==> src/rtl/shift_sequencer_pkg.sv <==
// Shared types and constants for the multi-cycle shift sequencer.
// STEP_MAX bounds how far the per-cycle step shifter moves the accumulator.
package shift_sequencer_pkg;

  typedef enum logic [1:0] {
    IDLE  = 2'd0,
    SHIFT = 2'd1,
    DONE  = 2'd2
  } state_t;

  localparam int STEP_MAX = 3;

endpackage

==> src/rtl/shift_sequencer_step.sv <==
// shift_step: combinational 0-3 position logical left shift, zero fill.
// No state, no handshake; result follows din/sel in the same cycle.
module shift_step #(
  parameter int DATA_W = 16
) (
  input  logic [DATA_W-1:0] din,
  input  logic [1:0]        sel,
  output logic [DATA_W-1:0] dout
);

  always_comb begin
    dout = din;
    case (sel)
      2'd0: dout = din;
      2'd1: dout = din << 1;
      2'd2: dout = din << 2;
      2'd3: dout = din << 3;
      default: dout = din;
    endcase
  end

endmodule

==> src/rtl/shift_sequencer.sv <==
// Multi-cycle logical left shifter: up to 3 positions per cycle, one request in flight.
// Optional out_zero/out_carry flags are built when SHIFT_FLAGS_EN is defined.
module shift_sequencer #(
  parameter int DATA_W = 16,
  parameter int AMT_W  = 4
) (
  input  logic              clk,
  input  logic              rst_n,
  input  logic              in_valid,
  output logic              in_ready,
  input  logic [DATA_W-1:0] in_data,
  input  logic [AMT_W-1:0]  in_amt,
  output logic              out_valid,
  input  logic              out_ready,
  output logic [DATA_W-1:0] out_data,
  output logic              busy
`ifdef SHIFT_FLAGS_EN
  ,
  output logic              out_zero,
  output logic              out_carry
`endif
);

  import shift_sequencer_pkg::*;

  state_t             state_q, state_d;
  logic [DATA_W-1:0]  acc_q, acc_d;
  logic [AMT_W-1:0]   rem_q, rem_d;
  logic [AMT_W-1:0]   rem_next;
  logic [1:0]         step_sel;
  logic [DATA_W-1:0]  shifted;

  always_comb begin
    step_sel = (rem_q > AMT_W'(STEP_MAX)) ? 2'(STEP_MAX) : rem_q[1:0];
    rem_next = rem_q - AMT_W'(step_sel);
  end

  shift_step #(.DATA_W(DATA_W)) u_step (
    .din  (acc_q),
    .sel  (step_sel),
    .dout (shifted)
  );

`ifdef SHIFT_FLAGS_EN
  logic carry_q, carry_d;
  logic step_carry;

  // The lowest bit leaving the top is the last one shifted out this step.
  always_comb begin
    step_carry = carry_q;
    case (step_sel)
      2'd1: step_carry = acc_q[DATA_W-1];
      2'd2: step_carry = acc_q[DATA_W-2];
      2'd3: step_carry = acc_q[DATA_W-3];
      default: step_carry = carry_q;
    endcase
  end
`endif

  always_comb begin
    state_d   = state_q;
    acc_d     = acc_q;
    rem_d     = rem_q;
    in_ready  = 1'b0;
    out_valid = 1'b0;
`ifdef SHIFT_FLAGS_EN
    carry_d   = carry_q;
`endif
    case (state_q)
      IDLE: begin
        in_ready = 1'b1;
        if (in_valid) begin
          acc_d   = in_data;
          rem_d   = in_amt;
          state_d = (in_amt == '0) ? DONE : SHIFT;
`ifdef SHIFT_FLAGS_EN
          carry_d = 1'b0;
`endif
        end
      end
      SHIFT: begin
        acc_d = shifted;
        rem_d = rem_next;
`ifdef SHIFT_FLAGS_EN
        carry_d = step_carry;
`endif
        if (rem_next == '0) state_d = DONE;
      end
      DONE: begin
        out_valid = 1'b1;
        // A simultaneous in_valid is not accepted until back in IDLE.
        if (out_ready) state_d = IDLE;
      end
      default: state_d = IDLE;
    endcase
  end

  always_ff @(posedge clk or negedge rst_n) begin
    if (!rst_n) begin
      state_q <= IDLE;
      acc_q   <= '0;
      rem_q   <= '0;
    end else begin
      state_q <= state_d;
      acc_q   <= acc_d;
      rem_q   <= rem_d;
    end
  end

`ifdef SHIFT_FLAGS_EN
  always_ff @(posedge clk or negedge rst_n) begin
    if (!rst_n) carry_q <= 1'b0;
    else        carry_q <= carry_d;
  end

  assign out_zero  = (acc_q == '0);
  assign out_carry = carry_q;
`endif

  assign out_data = acc_q;
  assign busy     = (state_q != IDLE);

endmodule

==> config.mk <==
export PLATFORM = sky130hd
export DESIGN_NAME = shift_sequencer
export DESIGN_NICKNAME = d
export VERILOG_FILES = /design/src/rtl/shift_sequencer_pkg.sv /design/src/rtl/shift_sequencer_step.sv /design/src/rtl/shift_sequencer.sv
export SDC_FILE = /design/constraint.sdc
export NUM_CORES = 1
export LEC_CHECK = 0
export BUFFER_PORTS_ARGS = -buffer_cell sky130_fd_sc_hd__buf_2
export CAP_MARGIN = 20
export CORE_ASPECT_RATIO = 1.75
export CORE_UTILIZATION = 45
export DETAILED_ROUTE_END_ITERATION = 8
export PLACE_DENSITY = 0.74
export SLEW_MARGIN = 20
export SYNTH_ARGS = -nofsm -noshare
export SYNTH_HDL_FRONTEND = slang
export SYNTH_SLANG_ARGS = --single-unit
==> constraint.sdc <==
create_clock -name clk -period 1.35 [get_ports clk]
set_input_delay 0.2025 -clock clk [delete_from_list [all_inputs] [get_ports clk]]
set_output_delay 0.2025 -clock clk [all_outputs]
set_load 0.005 [all_outputs]
# ---- Word-level counts from Yosys, hierarchy flattened
# Cells that the tools add are included.
dict set report op_classes {
  n_addsub 1
  order_cmp 1
  n_eq_ne 9
  n_mux 13
  n_reduce_logical 9
}
# operator count
set op_table {}
lappend op_table {{one-hot mux 16 bit (3 select lines)} 1}
lappend op_table {{one-hot mux 16 bit (2 select lines)} 1}
lappend op_table {{two-way mux 16 bit} 1}
lappend op_table {{two-way mux 2 bit} 5}
lappend op_table {{zero test 4 bit} 2}
lappend op_table {{inequality test 2 bit (second input constant)} 4}
lappend op_table {{one-hot mux 4 bit (2 select lines)} 1}
lappend op_table {{== test 2 bit (second input constant)} 3}
lappend op_table {{one-hot mux 2 bit (3 select lines)} 1}
lappend op_table {{AND reduction 3 bit} 2}
lappend op_table {{== test 2 x 1 -> 1 bit (second input constant)} 2}
lappend op_table {{> comparator 4 x 2 -> 1 bit (second input constant)} 1}
lappend op_table {{zero test 2 bit} 2}
lappend op_table {{two-way mux 4 bit} 1}
lappend op_table {{nonzero test 2 bit} 2}
lappend op_table {{subtractor 4 x 2 -> 4 bit} 1}
lappend op_table {{two-way mux 1 bit} 2}
lappend op_table {{AND reduction 2 bit} 1}
dict set report word_totals {
  register_bits 22
  input_bits 24
  out_inout_bits 19
  wordCells 36
}

# ---- Logic depth before layout (Yosys ltp)
# Gate-level depths: netlist of run 1.
dict set report depth {
  word_depth 6
  depth_mapped 8
  mapped_depth_nobuf 7
}

# ---- Cells and area by module
# From an unflattened synthesis of run 1, not the netlist that was laid out.
dict set report unflattened {
  hier_cells 148
  hier_area_um2 1535.2
}
# module instances cells_per_inst area_each_um2 seq_area_each_um2
set by_module_without_submodules {}
lappend by_module_without_submodules {shift_sequencer 1 118 1177.4 550.5}
lappend by_module_without_submodules {shift_step 1 30 357.8 0.0}

# ---- Worst setup path after synthesis of run 1
# No wires, ideal clock.
dict set report synth_path {
  path_type {register to register}
  startpoint {register rem_q[3]}
  endpoint {register rem_q[2]}
  setup_ns 0.064
  t_arrival_ns 1.408
  required_time_ns 1.286
  setup_slack_ns -0.122
  stages_incl_launch_ff 8
  n_path_buf 0
  synth_period_minus_slack_ns 1.472
  path_cell_list {dfrtp_1 > nor2_1 > or2_1 > ha_1 > nor3_1 > a21oi_1 > mux2i_1 > a21o_1}
}
dict set report synth_via {
  elab_chain_cells 4
}
# item line_no
set synth_lines {}
lappend synth_lines {{start: declaration} shift_sequencer.sv:28} ;# logic [AMT_W-1:0] rem_q, rem_d;
lappend synth_lines {{start signal: assignment} shift_sequencer.sv:106} ;# rem_q <= rem_d;
lappend synth_lines {{> comparator 4 x 2 -> 1 bit} shift_sequencer.sv:34} ;# step_sel = (rem_q > AMT_W'(STEP_MAX)) ? 2'(STEP_MAX) : rem_q[1:0];
lappend synth_lines {{two-way mux 2 bit} shift_sequencer.sv:34}
lappend synth_lines {{subtractor 4 x 2 -> 4 bit} shift_sequencer.sv:35} ;# rem_next = rem_q - AMT_W'(step_sel);
lappend synth_lines {{one-hot mux 4 bit (2 select lines)} shift_sequencer.sv:69} ;# case (state_q)
# Every way passes these cells.
# A chain may end at the register's enable or synchronous reset.

# ---- Final worst setup path of run 1
dict set report layout_path {
  startpoint {register rem_q[3]}
  endpoint {register acc_q[14] (netlist: out_data[14])}
}
dict set report layout_via {
  elab_chain_cells 5
  elab_cells_between_ends 10
  cone_classes {1 x order compare; 4 x eq/ne; 3 x mux; 2 x reduce/logical}
}
# item line_no
set layout_lines {}
lappend layout_lines {{> comparator 4 x 2 -> 1 bit (*)} shift_sequencer.sv:34}
lappend layout_lines {{two-way mux 2 bit (*)} shift_sequencer.sv:34}
lappend layout_lines {{== test 2 bit (tied with other cells)} shift_sequencer_step.sv:13} ;# case (sel)
lappend layout_lines {{one-hot mux 16 bit (3 select lines) / inequality test 2 bit (equally long branches)} -}
lappend layout_lines {{one-hot mux 16 bit (2 select lines) / AND reduction 3 bit (equally long branches)} -}
lappend layout_lines {{end signal: assignment} shift_sequencer.sv:101} ;# acc_q <= '0;
lappend layout_lines {{end signal: assignment} shift_sequencer.sv:105} ;# acc_q <= acc_d;
lappend layout_lines {{end: declaration} shift_sequencer.sv:27} ;# logic [DATA_W-1:0] acc_q, acc_d;
# Mark *: on every way between the ends. The rest lies on a longest branch, timed or not. The select of a mux whose other input is x is not followed.

==> results of run 1 <==
## per-stage QoR
step	power [µW]	hold slack [ps]	utilization	TNS [ps]	cells
2_1_floorplan	3680	-93.1	-	-953	153
3_3_place_gp	4420	193	0.582	-2510	241
3_5_place_dp	4550	204	0.582	-3240	241
4_1_cts	5670	163	0.655	-2700	253
5_1_grt	6690	175	0.692	-4690	256
6_report	6310	158	0.692	-3470	256
## synthesized netlist by cell type
master	instances	area [µm²]
nand2_1	20	75.1
clkbuf_4	1	7.51
a211o_1	1	8.76
nor3_1	1	5.00
o21ai_1	16	80.1
ha_1	1	12.5
a2bb2oi_1	1	8.76
a21o_1	14	105
a222oi_1	13	130
a21oi_1	7	35.0
dfrtp_1	22	551
nand2b_1	1	6.26
a221o_1	1	10.0
and3b_1	1	8.76
o21bai_1	1	7.51
clkbuf_8	1	13.8
nor2b_1	7	43.8
and3_1	1	6.26
nor4b_4	1	23.8
nor3_4	1	16.3
nor4_1	1	6.26
or2_1	1	6.26
a31o_4	1	17.5
clkbuf_1	2	7.51
buf_2	2	10.0
nor2_1	15	56.3
o21ai_2	9	78.8
mux2i_1	1	10.0
buf_6	6	67.6
inv_2	1	3.75
inv_1	1	3.75
o22ai_1	1	6.26
## power groups by stage
stage / sequential [µW] / clock [µW] / combinational (µW)
final: 1480 / 624 / 4200
after floorplan: 1380 / 0 / 2300
after detailed placement: 1430 / 0 / 3110
after CTS: 1450 / 622 / 3600
after global routing: 1520 / 654 / 4520
after global placement: 1410 / 0 / 3010
## worst min-delay path by stage
stage | from | endpoint | slack [ps]
after floorplan | rst_n | out_data[0] | -90
after global placement | rst_n | out_data[5] | 190
after detailed placement | rst_n | out_data[0] | 200
after CTS | in_data[0] | out_data[0] | 160
after global routing | in_data[0] | out_data[0] | 180
final | in_data[0] | out_data[0] | 160
## registers in the layout (all words and copies together) (netlist names)
name,count
rem_q,4
out_data,16
state_q,2
## cells by family (layout without fill, tap and decap cells)
logic type	count (synthesis)	count (layout)	synth area share
compound gates	65	68	0.342
fa+ha+maj	1	1	0.00876
buf+inv	14	72	0.0797
flops	22	22	0.385
mux	1	1	0.00701
simple gates	50	50	0.178
## routing by layer
metal,GRT usage,routed length [µm]
met5,0,0
met4,0.106,252
met3,0.0355,301
met2,0.453,2570
met1,0.272,1500
## what timing repair did
item                       CTS  global route
pin swaps                   20            26
hold endpoints to repair    22             0
setup endpoints to repair   20            22
buffers inserted             5             1
gates cloned                 2             2
resized for setup           21            20
hold buffers                 1             0
## critical path, stage by stage (launching register included)
cell,delay [ps]
dfrtp_2,450
buf_6,140
nor4b_4,330
buf_4,220
a222oi_1,90
a21o_1,200
o21ai_2,110
## cell type report
type                    instances  area [µm²]
clock inverters                 1        30.0
inverters                       2        10.0
repair buffers                 66         458
clock buffers                   3        41.3
flip-flops and latches         22         554
multi-input cells             120         902
fillers                       226         912
well taps                      42        52.6
==> out/qor.yml, run 1 <==
status:
  status: "finished with violations"
  violations: "setup timing"
placed_design:
  io_buffers: 42
  gp_congestion: 0.738
  place_ws_ps: -253
  placed_cell_area_um2: 1720
  dpl.hpwl_um: 2590
clocking:
  numClockSinks: 22
  clk_path_buf_depth: 2
  tritoncts: "built"
  cts_buffers: 3
  root_buffer: "clkbuf_8"
  htreeDepth: 1
  clk_latency_ps: 260
  clkSlewWorstSetupHoldPaths_ps: 90
grt:
  grt_usage: 0.250
  grt_antenna_before_repair: 0
  grt_overflow: 0
  grt_max_degree: 29
  grt_first_pass_wirelength_um: 6620
  grt_pass1_vias: 1456
critical_path:
  rr_worst_depth: 6
  start_kind: "flop"
  cp-endpoint: "out_data[14]"
  path_class: "reg -> reg"
  critPathCaptureType: "flop"
  worstPathArrival_ps: 1800
  worstSetupStartpoint: "rem_q[3]"
  cp_max_fo: 7
  cp_data_required_time_ps: 1550
  rrSetupSlack_ps: -260
  rr_endpoint: "out_data[14]"
  rr_startpoint: "rem_q[3]"
detailed_routing:
  wire_per_inst_um: 18.1
  vias: 1558
  via_per_inst: 6.09
  dr.pass1.iters: 5
  routed_wl_um: 4630
  ant_nets: 0
  drtIter0Drc: 130
  drc_errors: 0
synthesis:
  avgSynthCellArea_um2: 9.34
  ys_seq_area_frac: 0.385
  syn-num-nets: 178
  synth_warnings: 0
  synth-seq-cells: 22
  synthCells: 153
  synth.distinct_cells: 32
  synth.cell_area_um2: 1430
finish:
  drive_gt1_frac: 0.486
  area_growth_pct: 43.3
  mostFrequentLayoutCell: "buf_2"
  final_nets: 240
  antenna_cells: 0
  final_area_um2: 2050
  mostFrequentLayoutCells: "buf_2 (42), nand2_1 (20), dfrtp_1 (19)"
pwr:
  p_sw_uw: 2830
  max-vdd-ir-drop_v: 0.00197
  power.internal_uw: 3480
  p_comb_frac: 0.666
  power_frac_clock: 0.099
  swShare: 0.448
  p_per_area_nw_per_um2: 3080
  power.leakage_uw: 0.000991
  seq_power_share: 0.235
die:
  die_h_um: 76.5
  die_area_um2: 3410
  initial_core_util: 0.483
  core_region_area_um2: 2960
  fp.dieW_um: 44.6
  rows: 26
  ios: 43
sta:
  clock_skew_ps: 5.30
  setup_viol: 17
  max-slew-margin-rel: 0.650
  slew_viol_final: 0
  rsz0062_at_grt: "true"
  fin_crit_sh: 1.19
  worst_pin_slew_ps: 525
  report.final.hold_viol_count: 0
  fin_ws_ps: -256
  min_period_ps: 1610
  max_freq_ghz: 0.623
flow_run:
  maxCapViolations: 0
min_path:
  whs_path_depth: 3
  hold_class: "in -> reg"
Note: power is estimated with default switching activity, not from simulation.
==> inputs of run 2 (changes only) <==
--- a/config.mk
+++ b/config.mk
@@ -10,7 +10,8 @@
 export CORE_ASPECT_RATIO = 1.75
 export CORE_UTILIZATION = 45
 export DETAILED_ROUTE_END_ITERATION = 8
-export PLACE_DENSITY = 0.74
+export MAX_ROUTING_LAYER = met4
+export PLACE_DENSITY = 0.71
 export SLEW_MARGIN = 20
 export SYNTH_ARGS = -nofsm -noshare
 export SYNTH_HDL_FRONTEND = slang
==> constraint.sdc (replaced) <==
create_clock -name clk -period 2 [get_ports clk]
set_input_delay 0.3 -clock clk [delete_from_list [all_inputs] [get_ports clk]]
set_output_delay 0.3 -clock clk [all_outputs]
set_load 0.005 [all_outputs]
==> run 2 against run 1 <==
The run ends with hold timing left. Total power decreased by 51%. Via count decreased by 16%. Critical path type unchanged. Sequential cell count unchanged.
==> out/qor.yml, run 2 (synthesized netlist as in run 1, its figures left out) <==
finish:
  final_nets: 216  # was 240
  area_growth_pct: 15.6  # was 43.3%
  mostFrequentLayoutCells: "buf_2 (42), dfrtp_1 (22), nand2_1 (20), o21ai_1 (16), nor2_1 (15)"  # was buf_2 (42), nand2_1 (20), dfrtp_1 (19)
  largest_register_ffs: 16  # unchanged
  drive_gt1_frac: 0.328  # was 0.486
  fillCellCount: 291  # was 226
  mostFrequentLayoutCell: "buf_2"  # unchanged
  antenna_cells: 0  # unchanged
die:
  fp.dieW_um: 44.6  # unchanged
  die_h_um: 76.5  # unchanged
  ios: 43  # unchanged
  rows: 26  # unchanged
  die_area_um2: 3410  # unchanged
  initial_core_util: 0.483  # unchanged
  core_region_area_um2: 2960  # unchanged
critical_path:
  rr_startpoint: "rem_q[2]"  # was rem_q[3]
  critical-path-max-stage-delay_ps: 600  # was 450 ps
  worstPathArrival_ps: 2070  # was 1800 ps
  worstSetupStartpoint: "rem_q[2]"  # was rem_q[3]
  start_kind: "flop"  # unchanged
  slowest_stage: "dfrtp_1"  # was dfrtp_2
  cp_data_required_time_ps: 2210  # was 1550 ps
  worstPathCellList: "nor2_1, or2_1, ha_1, nor3_1, a21oi_1, mux2i_1, a21o_1"  # was buf_6, nor4b_4, buf_4, a222oi_1, a21o_1, o21ai_2
  cp_max_fo: 10  # was 7
  critPathCaptureType: "flop"  # unchanged
  path_class: "reg -> reg"  # unchanged
  rr_worst_depth: 7  # was 6
pwr:
  p_comb_frac: 0.575  # was 0.666
  seq_power_share: 0.338  # was 0.235
  power_frac_clock: 0.087  # was 0.099
  p_per_area_nw_per_um2: 1880  # was 3080 nW/µm²
  max-vdd-ir-drop_v: 0.000912  # was 0.00197 V
  swShare: 0.467  # was 0.448
  p_sw_uw: 1450  # was 2830 µW
  p_total_uw: 3100  # was 6310 µW
  power.leakage_uw: 0.000823  # was 0.000991 µW
  power.internal_uw: 1650  # was 3480 µW
min_path:
  hold_class: "in -> async"  # was in -> reg
clocking:
  cts_setup_buffers: 0  # was 5
  htreeDepth: 1  # unchanged
  clk_path_buf_depth: 2  # unchanged
  ctsHoldBuffers: 0  # was 1
  clkSlewWorstSetupHoldPaths_ps: 80  # was 90 ps
  root_buffer: "clkbuf_8"  # unchanged
  tritoncts: "built"  # unchanged
  numClockSinks: 22  # unchanged
  cts_resized: 0  # was 21
  clk_latency_ps: 260  # about the same
  cts_buffers: 3  # unchanged
sta:
  min_period_ps: 1860  # was 1610 ps
  max-slew-margin-rel: 0.665  # was 0.650
  hold_slack_ps: -2.23  # was 158 ps
  fin_crit_sh: 0.930  # was 1.19
  rsz0062_at_grt: "false"  # was true
  setup_viol: 0  # was 17
  max_freq_ghz: 0.538  # was 0.623 GHz
  clock_skew_ps: 9.01  # was 5.30 ps
  report.final.hold_viol_count: 11  # was 0
  fin_tns_setup_ps: 0  # was -3470 ps
  worst_pin_slew_ps: 502  # was 525 ps
  slew_viol_final: 0  # unchanged
detailed_routing:
  via_per_inst: 5.69  # was 6.09
  dr.pass1.iters: 5  # unchanged
  routed_wl_um: 3360  # was 4630 µm
  wire_per_inst_um: 14.5  # was 18.1 µm
  drtIter0Drc: 74  # was 130
  drc_errors: 0  # unchanged
  ant_nets: 0  # unchanged
  vias: 1315  # was 1558
placed_design:
  dpl.hpwl_um: 2390  # was 2590 µm
  io_buffers: 42  # unchanged
  gp_congestion: 0.767  # was 0.738
grt:
  grt_overflow: 0  # unchanged
  grt_usage: 0.225  # was 0.250
  grt_antenna_before_repair: 0  # unchanged
  grt_max_degree: 33  # was 29
  grt_first_pass_wirelength_um: 5720  # was 6620 µm
  grt_pass1_vias: 1287  # was 1456
flow_run:
  maxCapViolations: 0  # unchanged
status:
  status: "finished with violations"  # unchanged
  violations: "hold timing"  # was setup timing
run 2: power by group through the flow:
stage	registers, µW	logic, µW	clock network, µW
3_3_place_gp	1030	1730	0
6_report	1050	1780	270
4_1_cts	1040	1810	277
3_5_place_dp	1050	1780	0
2_1_floorplan	928	1550	0
5_1_grt	1090	2020	295
run 2: worst paths after layout:
kind	end	slack, ps
max	rem_q[2]	140
min	out_data[14]	-2
max reg2reg	rem_q[2]	140
min reg2reg	out_data[15]	480
max in group asynchronous	out_data[3]	1660
min in group clk	out_data[0]	270
run 2: metal layers:
layer / global-route usage / up-vias / routed length [µm]
met1: 0.241 / 608 / 1300
met4: 0.100 / 0 / 76
met5: - / - / 0
li1: - / 651 / -
met2: 0.396 / 49 / 1830
met3: 0.0213 / 7 / 143
run 2: layout make-up:
class / instances / area, µm² / area share
multi-input combinational: 117 / 767 / 0.464
sequential: 22 / 551 / 0.333
timing repair buffer: 45 / 233 / 0.141
tap: 42 / 52.6 / 0.0318
clock buffer: 3 / 41.3 / 0.0250
inverter: 2 / 7.51 / 0.00455
run 2: worst max-delay path, delay by kind of cell, from the launching register on:
| kind | cells | cell delay, ps |
|---|---|---|
| multiplexers | 1 | 200 |
| flip-flops | 1 | 600 |
| adder cells (fa/ha/maj) | 1 | 210 |
| AO/OA/AOI/OAI | 2 | 200 |
| AND/OR/NAND/NOR | 3 | 590 |
run 2: through the flow:
step	cells	setup WS (ps)	area, µm²	hold slack (ps)	utilization
floorplan	153	528	1430	4.41	-
global placement	228	367	1610	299	0.544
detailed placement	228	273	1610	298	0.544
CTS	231	132	1650	15.3	0.558
global route	231	31.9	1650	31.7	0.558
finish	231	140	1650	-2.23	0.558
==> inputs of run 3 (changes only) <==
--- a/config.mk
+++ b/config.mk
@@ -11,7 +11,8 @@
 export CORE_UTILIZATION = 45
 export DETAILED_ROUTE_END_ITERATION = 8
 export MAX_ROUTING_LAYER = met4
-export PLACE_DENSITY = 0.71
+export PLACE_DENSITY = 0.73
+export SETUP_SLACK_MARGIN = 0.15
 export SLEW_MARGIN = 20
 export SYNTH_ARGS = -nofsm -noshare
 export SYNTH_HDL_FRONTEND = slang
==> run 3 against run 2 <==
The flow still finishes with violations (hold timing). Final cell count rose by 0.43%. Sequential power barely moved. Via count rose by 0.15%. Critical path type unchanged.
==> out/qor.yml, run 3 (synthesized netlist as in run 1, its figures left out) <==
critical_path:
  critical-path-max-stage-delay_ps: 550  # was 600 ps
  worstPathArrival_ps: 1920  # was 2070 ps
  slowest_stage: "dfrtp_1"  # unchanged
  rr_endpoint: "rem_q[2]"  # unchanged
  rr_startpoint: "rem_q[3]"  # was rem_q[2]
  worst-path-buf-inv: 0  # unchanged
  rr_worst_depth: 7  # unchanged
  start_kind: "flop"  # unchanged
  critPathCaptureType: "flop"  # unchanged
  worstPathCellList: "nor2_1, or2_1, ha_1, nor3_1, a21oi_1, mux2i_1, a21o_1"  # unchanged
  cp_max_fo: 7  # was 10
  cp_data_required_time_ps: 2200  # was 2210 ps
  path_class: "reg -> reg"  # unchanged
  crit_family: "simple AND/OR/NAND/NOR gates"  # was flip-flops
  rrSetupSlack_ps: 280  # was 140 ps
clocking:
  clk_latency_ps: 260  # about the same
  clk_path_buf_depth: 2  # unchanged
  cts_buffers: 3  # unchanged
  clkSlewWorstSetupHoldPaths_ps: 80  # about the same
  root_buffer: "clkbuf_8"  # unchanged
  cts_setup_buffers: 0  # unchanged
  cts_resized: 0  # unchanged
  htreeDepth: 1  # unchanged
  tritoncts: "built"  # unchanged
  numClockSinks: 22  # unchanged
  ctsHoldBuffers: 0  # unchanged
sta:
  max_freq_ghz: 0.581  # was 0.538 GHz
  slew_viol_final: 0  # unchanged
  setup_viol: 0  # unchanged
  fin_ws_ps: 277  # was 140 ps
  report.final.hold_viol_count: 22  # was 11
  fin_tns_setup_ps: 0  # unchanged
  min_period_ps: 1720  # was 1860 ps
  clock_skew_ps: 4.22  # was 9.01 ps
  hold_slack_ps: -6.56  # was -2.23 ps
  worst_pin_slew_ps: 488  # was 502 ps
  fin_crit_sh: 0.861  # was 0.930
  rsz0062_at_grt: "false"  # unchanged
  max-slew-margin-rel: 0.675  # was 0.665
finish:
  multi_input_area_um2: 767  # unchanged
  ff_latch_area_um2: 552  # was 551 µm²
  antenna_cells: 0  # unchanged
  instances_no_fill: 232  # was 231
  final_nets: 216  # unchanged
  area_growth_pct: 16.6  # was 15.6%
  mostFrequentLayoutCells: "buf_2 (42), dfrtp_1 (21), nand2_1 (20), o21ai_1 (16), nor2_1 (15)"  # was buf_2 (42), dfrtp_1 (22), nand2_1 (20), o21ai_1 (16), nor2_1 (15)
  fillCellCount: 294  # was 291
  drive_gt1_frac: 0.337  # was 0.328
  fin_util: 0.563  # was 0.558
  largest_register_ffs: 16  # unchanged
  mostFrequentLayoutCell: "buf_2"  # unchanged
placed_design:
  gp_congestion: 0.750  # was 0.767
  placed_cells: 228  # unchanged
  place_ws_ps: 236  # was 273 ps
  dpl.hpwl_um: 2380  # was 2390 µm
  io_buffers: 42  # unchanged
grt:
  grt_pass1_vias: 1303  # was 1287
  grt_antenna_before_repair: 0  # unchanged
  grt_overflow: 0  # unchanged
  grt_max_degree: 33  # unchanged
  grt_first_pass_wirelength_um: 5600  # was 5720 µm
  grt_usage: 0.218  # was 0.225
die:
  rows: 26  # unchanged
  die_h_um: 76.5  # unchanged
  die_area_um2: 3410  # unchanged
  fp.dieW_um: 44.6  # unchanged
  initial_core_util: 0.483  # unchanged
  core_region_area_um2: 2960  # unchanged
  ios: 43  # unchanged
detailed_routing:
  vias: 1317  # was 1315
  drtIter0Drc: 71  # was 74
  ant_nets: 0  # unchanged
  dr.pass1.iters: 4  # was 5
  via_per_inst: 5.68  # was 5.69
  wire_per_inst_um: 13.8  # was 14.5 µm
  routed_wl_um: 3190  # was 3360 µm
  drc_errors: 0  # unchanged
flow_run:
  maxCapViolations: 0  # unchanged
status:
  status: "finished with violations"  # unchanged
  violations: "hold timing"  # unchanged
pwr:
  max-vdd-ir-drop_v: 0.00127  # was 0.000912 V
  power.leakage_uw: 0.000829  # was 0.000823 µW
  p_per_area_nw_per_um2: 1870  # was 1880 nW/µm²
min_path:
  hold_class: "in -> async"  # unchanged
-- run 3: area by class of cell --
class | count | share of cell area
clock buffer | 4 | 0.0330
inverter | 2 | 0.00450
multi-input combinational | 117 | 0.460
sequential | 22 | 0.331
tap | 42 | 0.0315
timing repair buffer | 45 | 0.140
-- run 3: worst max-delay path by stage --
| stage | cells past startpoint | endpoint | slack [ps] | from |
|---|---|---|---|---|
| 6_report | 7 | rem_q[2] | 280 | rem_q[3] |
| 3_5_place_dp | 7 | rem_q[2] | 240 | rem_q[2] |
| 5_1_grt | 7 | rem_q[2] | 150 | rem_q[3] |
| 2_1_floorplan | 7 | rem_q[2] | 530 | rem_q[3] |
| 3_3_place_gp | 7 | rem_q[2] | 390 | rem_q[2] |
| 4_1_cts | 7 | rem_q[2] | 220 | rem_q[2] |
-- run 3: where the power goes --
group | internal (µW) | switching (µW) | leakage, µW
logic | 839 | 926 | 0.000533
clock network | 175 | 138 | 0.0000288
registers | 682 | 359 | 0.000267
total | 1700 | 1420 | 0.000829
-- run 3: stage by stage --
stage	total power, µW	cell area [µm²]
floorplan	2480	1430
global placement	2750	1610
detailed placement	2830	1610
CTS	3140	1670
global route	3430	1670
finish	3120	1670
-- run 3: per-layer routing --
metal,global-route usage,part of all wire,vias to the layer above
li1,-,-,646
met1,0.226,0.39,624
met2,0.403,0.55,42
met3,0.0213,0.041,5
met4,0.0727,0.015,0
met5,-,0,-
